`src/rtl/pwm_pkg.sv`:
```
// Shared definitions for the PWM generator/capture blocks: state encoding and
// default counter width / stuck-line timeout.
package pwm_pkg;

    localparam int          PWM_CNT_W       = 32;
    localparam int unsigned PWM_TIMEOUT_DEF = 50_000_000;

    localparam logic [1:0] PWM_ST_IDLE = 2'd0;
    localparam logic [1:0] PWM_ST_ARM  = 2'd1;
    localparam logic [1:0] PWM_ST_RUN  = 2'd2;

    typedef enum logic [1:0] {
        ST_IDLE = PWM_ST_IDLE,
        ST_ARM  = PWM_ST_ARM,
        ST_RUN  = PWM_ST_RUN
    } pwm_state_e;

endpackage

```
`src/rtl/pwm_capture_if.sv`:
```
// Control and measurement signals of pwm_capture; master is the capture block,
// slave is the consumer that drives enable/pwm_in and reads the results.
interface pwm_capture_if
    import pwm_pkg::*;
#(
    parameter int W = PWM_CNT_W
);
    logic         enable;
    logic         pwm_in;
    logic [W-1:0] period;
    logic [W-1:0] high_time;
    logic         meas_valid;
    logic         timeout;
    logic         level;

    modport master (
        input  enable, pwm_in,
        output period, high_time, meas_valid, timeout, level
    );

    modport slave (
        output enable, pwm_in,
        input  period, high_time, meas_valid, timeout, level
    );
endinterface

```
`src/rtl/pwm_in_conditioner.sv`:
```
// Metastability synchronizer for the asynchronous PWM pin, followed by an
// optional glitch filter compiled in with PWM_CAPTURE_FILTER_EN.
module pwm_in_conditioner #(
    parameter int SYNC_STAGES = 2,
    parameter int FILT_LEN    = 4
) (
    input  logic clk,
    input  logic rst_n,
    input  logic pwm_in,
    output logic s
);

    if (SYNC_STAGES < 2 || FILT_LEN < 1) begin : g_bad_cfg
        $error("pwm_in_conditioner: SYNC_STAGES must be >= 2 and FILT_LEN >= 1");
    end

    logic [SYNC_STAGES-1:0] sync_q;

    // NOTE: flops use non-blocking assignments so every stage samples the old value of the previous one.
    always_ff @(posedge clk or negedge rst_n) begin
        if (!rst_n) sync_q <= '0;
        else        sync_q <= {sync_q[SYNC_STAGES-2:0], pwm_in};
    end

`ifdef PWM_CAPTURE_FILTER_EN
    localparam int FW = $clog2(FILT_LEN + 1);

    logic          sync_out;
    logic          s_q;
    logic [FW-1:0] agree_cnt;

    assign sync_out = sync_q[SYNC_STAGES-1];

    // s follows the input only once FILT_LEN consecutive samples disagree with it.
    always_ff @(posedge clk or negedge rst_n) begin
        if (!rst_n) begin
            s_q       <= 1'b0;
            agree_cnt <= '0;
        end else if (sync_out == s_q) begin
            agree_cnt <= '0;
        end else if (agree_cnt == FW'(FILT_LEN - 1)) begin
            s_q       <= sync_out;
            agree_cnt <= '0;
        end else begin
            agree_cnt <= agree_cnt + 1'b1;
        end
    end

    assign s = s_q;
`else
    assign s = sync_q[SYNC_STAGES-1];
`endif

endmodule

```
`src/rtl/pwm_capture.sv`:
```
// PWM receiver: measures period and high time in clk cycles and flags a stuck
// line via timeout. Glitch filter selected by PWM_CAPTURE_FILTER_EN.
module pwm_capture
    import pwm_pkg::*;
#(
    parameter int          W           = PWM_CNT_W,
    parameter int          SYNC_STAGES = 2,
    parameter int unsigned TIMEOUT     = PWM_TIMEOUT_DEF,
    parameter int          FILT_LEN    = 4
) (
    input  logic                 clk,
    input  logic                 rst_n,
    pwm_capture_if.master        bus
);

    logic         s;
    logic         s_d;
    logic         rise;
    logic         fall;
    logic [W-1:0] cnt;
    logic [W-1:0] hi_cap;
    logic         cnt_expired;
    logic         do_capture;
    logic         do_fall;
    logic         do_timeout;

    pwm_state_e state_q, state_d;

    pwm_in_conditioner #(
        .SYNC_STAGES (SYNC_STAGES),
        .FILT_LEN    (FILT_LEN)
    ) u_cond (
        .clk    (clk),
        .rst_n  (rst_n),
        .pwm_in (bus.pwm_in),
        .s      (s)
    );

    always_ff @(posedge clk or negedge rst_n) begin
        if (!rst_n) s_d <= 1'b0;
        else        s_d <= s;
    end

    assign rise        = s & ~s_d;
    assign fall        = ~s & s_d;
    assign cnt_expired = (cnt == W'(TIMEOUT - 1));

    always_ff @(posedge clk or negedge rst_n) begin
        if (!rst_n) state_q <= ST_IDLE;
        else        state_q <= state_d;
    end

    // NOTE: every combinational output gets a default first, so no path leaves it unassigned (no latch).
    always_comb begin
        state_d    = state_q;
        do_capture = 1'b0;
        do_fall    = 1'b0;
        do_timeout = 1'b0;
        unique case (state_q)
            ST_IDLE: state_d = ST_ARM;
            ST_ARM:  if (rise) state_d = ST_RUN;
            ST_RUN: begin
                do_capture = rise;
                do_fall    = fall;
                // A rise in the expiry cycle wins over the timeout.
                if (!rise && cnt_expired) begin
                    do_timeout = 1'b1;
                    state_d    = ST_ARM;
                end
            end
            default: state_d = ST_IDLE;
        endcase
        if (!bus.enable) begin
            state_d    = ST_IDLE;
            do_capture = 1'b0;
            do_fall    = 1'b0;
            do_timeout = 1'b0;
        end
    end

    always_ff @(posedge clk or negedge rst_n) begin
        if (!rst_n) begin
            cnt            <= '0;
            hi_cap         <= '0;
            bus.period     <= '0;
            bus.high_time  <= '0;
            bus.meas_valid <= 1'b0;
            bus.timeout    <= 1'b0;
            bus.level      <= 1'b0;
        end else begin
            bus.meas_valid <= do_capture;

            if (state_d == ST_IDLE || do_timeout) begin
                cnt <= '0;
            end else if (rise) begin
                cnt <= W'(1);
            end else if (state_q == ST_RUN && cnt != W'(TIMEOUT)) begin
                cnt <= cnt + 1'b1;
            end

            if (do_fall) hi_cap <= cnt;

            if (!bus.enable) begin
                bus.timeout <= 1'b0;
            end else if (do_capture) begin
                bus.period    <= cnt;
                bus.high_time <= hi_cap;
                bus.timeout   <= 1'b0;
            end else if (do_timeout) begin
                bus.timeout <= 1'b1;
                bus.level   <= s;
            end
        end
    end

endmodule

```
`src/flat_wrapper.sv`:
```
// flat-port wrapper written by rule: the top's interface ports become plain ports
module pwm_capture_flat import pwm_pkg::*;
#(
    parameter int          W           = PWM_CNT_W,
    parameter int          SYNC_STAGES = 2,
    parameter int unsigned TIMEOUT     = PWM_TIMEOUT_DEF,
    parameter int          FILT_LEN    = 4
)
  (clk, rst_n, bus_enable, bus_pwm_in, bus_period, bus_high_time, bus_meas_valid, bus_timeout, bus_level);
  pwm_capture_if #(.W(W)) bus_i ();
  input  logic clk;
  input  logic rst_n;
  input wire logic [$bits(bus_i.enable)-1:0] bus_enable;
  input wire logic [$bits(bus_i.pwm_in)-1:0] bus_pwm_in;
  output wire logic [$bits(bus_i.period)-1:0] bus_period;
  output wire logic [$bits(bus_i.high_time)-1:0] bus_high_time;
  output wire logic [$bits(bus_i.meas_valid)-1:0] bus_meas_valid;
  output wire logic [$bits(bus_i.timeout)-1:0] bus_timeout;
  output wire logic [$bits(bus_i.level)-1:0] bus_level;
  assign bus_i.enable = bus_enable;
  assign bus_i.pwm_in = bus_pwm_in;
  assign bus_period = bus_i.period;
  assign bus_high_time = bus_i.high_time;
  assign bus_meas_valid = bus_i.meas_valid;
  assign bus_timeout = bus_i.timeout;
  assign bus_level = bus_i.level;
  pwm_capture #(.W(W), .SYNC_STAGES(SYNC_STAGES), .TIMEOUT(TIMEOUT), .FILT_LEN(FILT_LEN)) u_core (.clk(clk), .rst_n(rst_n), .bus(bus_i));
endmodule
```
`config.mk`:
```
export PLATFORM = sky130hd
export DESIGN_NAME = pwm_capture_flat
export DESIGN_NICKNAME = d
export VERILOG_FILES = /design/src/rtl/pwm_pkg.sv /design/src/rtl/pwm_capture_if.sv /design/src/rtl/pwm_in_conditioner.sv /design/src/rtl/pwm_capture.sv /design/src/flat_wrapper.sv
export SDC_FILE = /design/constraint.sdc
export NUM_CORES = 1
export LEC_CHECK = 0
export ABC_AREA = 1
export BUFFER_PORTS_ARGS = -buffer_cell sky130_fd_sc_hd__buf_2
export CAP_MARGIN = 30
export CORE_ASPECT_RATIO = 1.2
export CORE_MARGIN = 8
export CORE_UTILIZATION = 35
export CTS_BUF_LIST = sky130_fd_sc_hd__clkbuf_8
export CTS_CLUSTER_SIZE = 20
export DETAILED_ROUTE_END_ITERATION = 8
export GPL_TIMING_DRIVEN = 0
export PLACE_DENSITY_LB_ADDON = 0.12
export SLEW_MARGIN = 10
export SYNTH_ARGS = -nofsm -noshare
export SYNTH_HDL_FRONTEND = slang
export SYNTH_HIERARCHICAL = 1
export SYNTH_SLANG_ARGS = --single-unit
```
`constraint.sdc`:
```
create_clock -name clk -period 2.2 [get_ports clk]
set_input_delay 0.11 -clock clk [delete_from_list [all_inputs] [get_ports clk]]
set_output_delay 0.11 -clock clk [all_outputs]
set_load 0.05 [all_outputs]
```
==> flow_metrics.env <==
export IMPL_routabilityCongestion=0.883
export IMPL_synth_seq_area_share_pct=54.1
export IMPL_met3_usage_pct=4.08
export IMPL_numCtsBuffers=17
export IMPL_final_cells=1079
export IMPL_ys_warn_count=6
export IMPL_clock_fmax_mhz=482
export IMPL_setup_slack_ns=0.125
export IMPL_post_place_ws_ns=0.0955
export IMPL_ant_nets=0
export IMPL_holdWs_ns=0.277
export IMPL_fin_crit_sh_pct=94.3
export IMPL_met1_usage_pct=20.8
export IMPL_synthToLayoutAreaGrowth_pct=18.0
export IMPL_synth_most_common_cell="nand2_1"
export IMPL_tritoncts="built"
export IMPL_busiest_layer="met2"
export IMPL_synth_top_cell_by_area="dfrtp_1"
export IMPL_fill_cells=1734
export IMPL_grt_usage_pct=15.9
export IMPL_chipWidth_um=138
export IMPL_hold_viol_final=0
export IMPL_synth_commonest_cells="179 x nand2_1, 154 x nor2_1, 136 x dfrtp_1"
export IMPL_start_kind="flop"
export IMPL_cts_htree_levels=4
export IMPL_end_kind="flop"
export IMPL_avgSynthCellArea_um2=8.38
export IMPL_die_area_um2=22500
export IMPL_first_pass_iters=4
export IMPL_insertion_delay_ns=0.45
export IMPL_combPwrFrac_pct=23.4
export IMPL_synth_top_cell_area_share_pct=54.1
export IMPL_drt_total_wl_um=17500
export IMPL_dp_final_hpwl_um=12900
export IMPL_synth_seq_cells=136
export IMPL_ir_drop_mv=0.373
export IMPL_vias_per_cell=4.69
export IMPL_synth_edf_count=0
export IMPL_seq_power_share_pct=44.2
export IMPL_skew_ns=0.0124
export IMPL_grt_overflow_total=0
export IMPL_use_met2_pct=25.1
export IMPL_grt_pass1_wl_um=28300
export IMPL_switching_power_mw=2.43
export IMPL_std_cell_rows=53
export IMPL_syn_cell_area_um2=6290
export IMPL_grt_max_degree=78
export IMPL_drive_above_1_share_pct=20.4
export IMPL_critPathArrivalTime_ns=2.42
export IMPL_switching_share_pct=35.8
export IMPL_crit_type="flop to flop"
export IMPL_die_y_um=163
export IMPL_first_iter_violations=282
export IMPL_core_um2=17600
export IMPL_cp_max_fo=10
export IMPL_place_area_um2=6950
export IMPL_ios=71
export IMPL_p_clk_share_pct=32.4
export IMPL_hold_class="input pin to async pin"
export IMPL_tightest_slew_ns=0.726
export IMPL_async_flop_share_pct=100
export IMPL_setup_violations=0
export IMPL_clkSinkCount=136
export IMPL_cts_max_path_buffers=2
export IMPL_drc_errors=0
export IMPL_synth_flop_cell="dfrtp_1"
export IMPL_via_count=5064
export IMPL_required_ns=2.55
export IMPL_cts_resized=0
export IMPL_powerDensity_nw_per_um2=915
export IMPL_wl_per_cell_um=16.2
export IMPL_antenna_found_initial=0
export IMPL_netlist_cell_type_count=26
export IMPL_final_area_um2=7420
export IMPL_rsz0062_at_grt="false"
export IMPL_netlist_instances=750
export IMPL_syn_num_nets=756
export IMPL_clk_pin_slew_worst_paths_ns=0.08
export IMPL_status="finished clean"
export IMPL_nets=852
export IMPL_dp_cells=1041
export IMPL_p_leak_nw=3.43
export IMPL_cts_root_buffer="clkbuf_8"
export IMPL_io_buffers=70
export IMPL_antenna_diode_count=0
export IMPL_start_util_pct=35.8
export IMPL_period_minus_slack_ns=2.08
export IMPL_synth_area_leaders="dfrtp_1 54%, nand2_1 11%, nor2_1 9.2%, a21oi_1 4.9%, inv_1 4.3%"
export IMPL_finalSetupTns_ns=0
export IMPL_maxSlewHeadroom_pct=51.6
export IMPL_grt_pass1_vias=5023
export IMPL_slew_violations=0
export IMPL_max_cap_violations=0
export IMPL_internal_power_mw=4.36
==> sequential cells by signal, indices dropped and copies added, names as in the netlist, 2 cells and up <==
register / count
u_core/hi_cap: 32
u_core/bus.period: 32
u_core/cnt: 32
u_core/bus.high_time: 32
u_core/state_q: 2
u_core/u_cond/sync_q: 2
==> area by class of cell <==
| class | count | area [um^2] | share of cell area (%) |
|---|---|---|---|
| flip-flops and latches | 136 | 3400 | 45.9 |
| multi-input cells | 516 | 2420 | 32.6 |
| repair buffers | 77 | 437 | 5.88 |
| inverters | 73 | 274 | 3.69 |
| clock buffers | 18 | 248 | 3.34 |
| clock inverters | 14 | 173 | 2.33 |
| well taps | 220 | 275 | 3.71 |
| plain buffers | 25 | 193 | 2.60 |
==> power by group through the flow <==
stage               clock network [mW]  logic [mW]  registers [mW]
finish                            2.20        1.59            3.00
global route                      2.39        1.71            3.05
CTS                               2.28        1.61            3.01
detailed placement                   0        1.60            3.06
global placement                     0        1.58            3.04
floorplan                            0       0.349            3.87
==> routing by layer <==
| metal | up-vias | share of wire [%] |
|---|---|---|
| li1 | 2547 | - |
| met1 | 2409 | 47 |
| met2 | 92 | 47 |
| met3 | 16 | 4.7 |
| met4 | 0 | 1.6 |
| met5 | - | 0 |
==> cells in the final DEF, fill, tap and decap left out, types with 2 or more instances in the layout <==
cell,instances
buf_2,79
o21bai_1,7
ha_1,2
dfrtp_1,136
nand3_2,4
clkbuf_8,18
dlygate4sd3_1,3
clkinv_2,2
buf_4,4
nor2_4,3
inv_6,2
nand2_2,5
nor2_1,154
bufinv_16,3
o21ai_0,30
clkbuf_1,3
nand3_1,28
nand4_1,4
inv_1,73
clkinv_4,5
a21oi_1,62
nor2_2,14
buf_6,12
nand2_1,179
mux2_2,18
==> kinds of logic (layout without fill, tap and decap cells) <==
logic type | after synthesis | after routing | synth area share [%]
simple gates | 396 | 396 | 26.5
mux | 18 | 18 | 3.22
compound gates | 100 | 100 | 8.30
flops | 136 | 136 | 54.1
fa+ha+maj | 2 | 2 | 0.398
buf+inv | 98 | 207 | 7.42
==> per-stage QoR <==
step | utilization (%) | total power [mW]
after floorplan | - | 4.21
after global placement | 39.3 | 4.63
after detailed placement | 39.5 | 4.66
after CTS | 42.1 | 6.90
after global routing | 42.2 | 7.15
final | 42.2 | 6.79
==> worst paths after layout <==
check / from / depth (start not counted) / slack (ns) / endpoint
max reg2reg: u_core/cnt[0]$_DFFE_PN0P_ / 11 / 0.12 / u_core/cnt[8]$_DFFE_PN0P_
max: u_core/cnt[0]$_DFFE_PN0P_ / 11 / 0.12 / u_core/cnt[8]$_DFFE_PN0P_
min reg2reg: u_core/u_cond/sync_q[0]$_DFF_PN0_ / 0 / 0.35 / u_core/u_cond/sync_q[1]$_DFF_PN0_
max in group asynchronous: rst_n / 3 / 1.18 / u_core/cnt[26]$_DFFE_PN0P_
min in group clk: bus_pwm_in / 2 / 0.30 / u_core/u_cond/sync_q[0]$_DFF_PN0_
min: rst_n / 2 / 0.28 / u_core/bus.high_time[5]$_DFFE_PN0P_
==> repair_timing <==
item,4_1_cts,5_1_grt
setup buffers,0,3
endpoints found under the hold margin,79,0
hold buffers,3,0
setup endpoints to repair,0,10
==> worst max-delay path, stage by stage (launching register included) <==
cell and delay (ns):
dfrtp_1 0.47, inv_1 0.17, ha_1 0.23, nand2_1 0.08
nor2_1 0.05, nand2_1 0.11, nor2_2 0.07, nor2_4 0.28
buf_6 0.22, nand3_1 0.11, nor2_1 0.11, nor2_1 0.05
(Power assumes the default switching activity.)
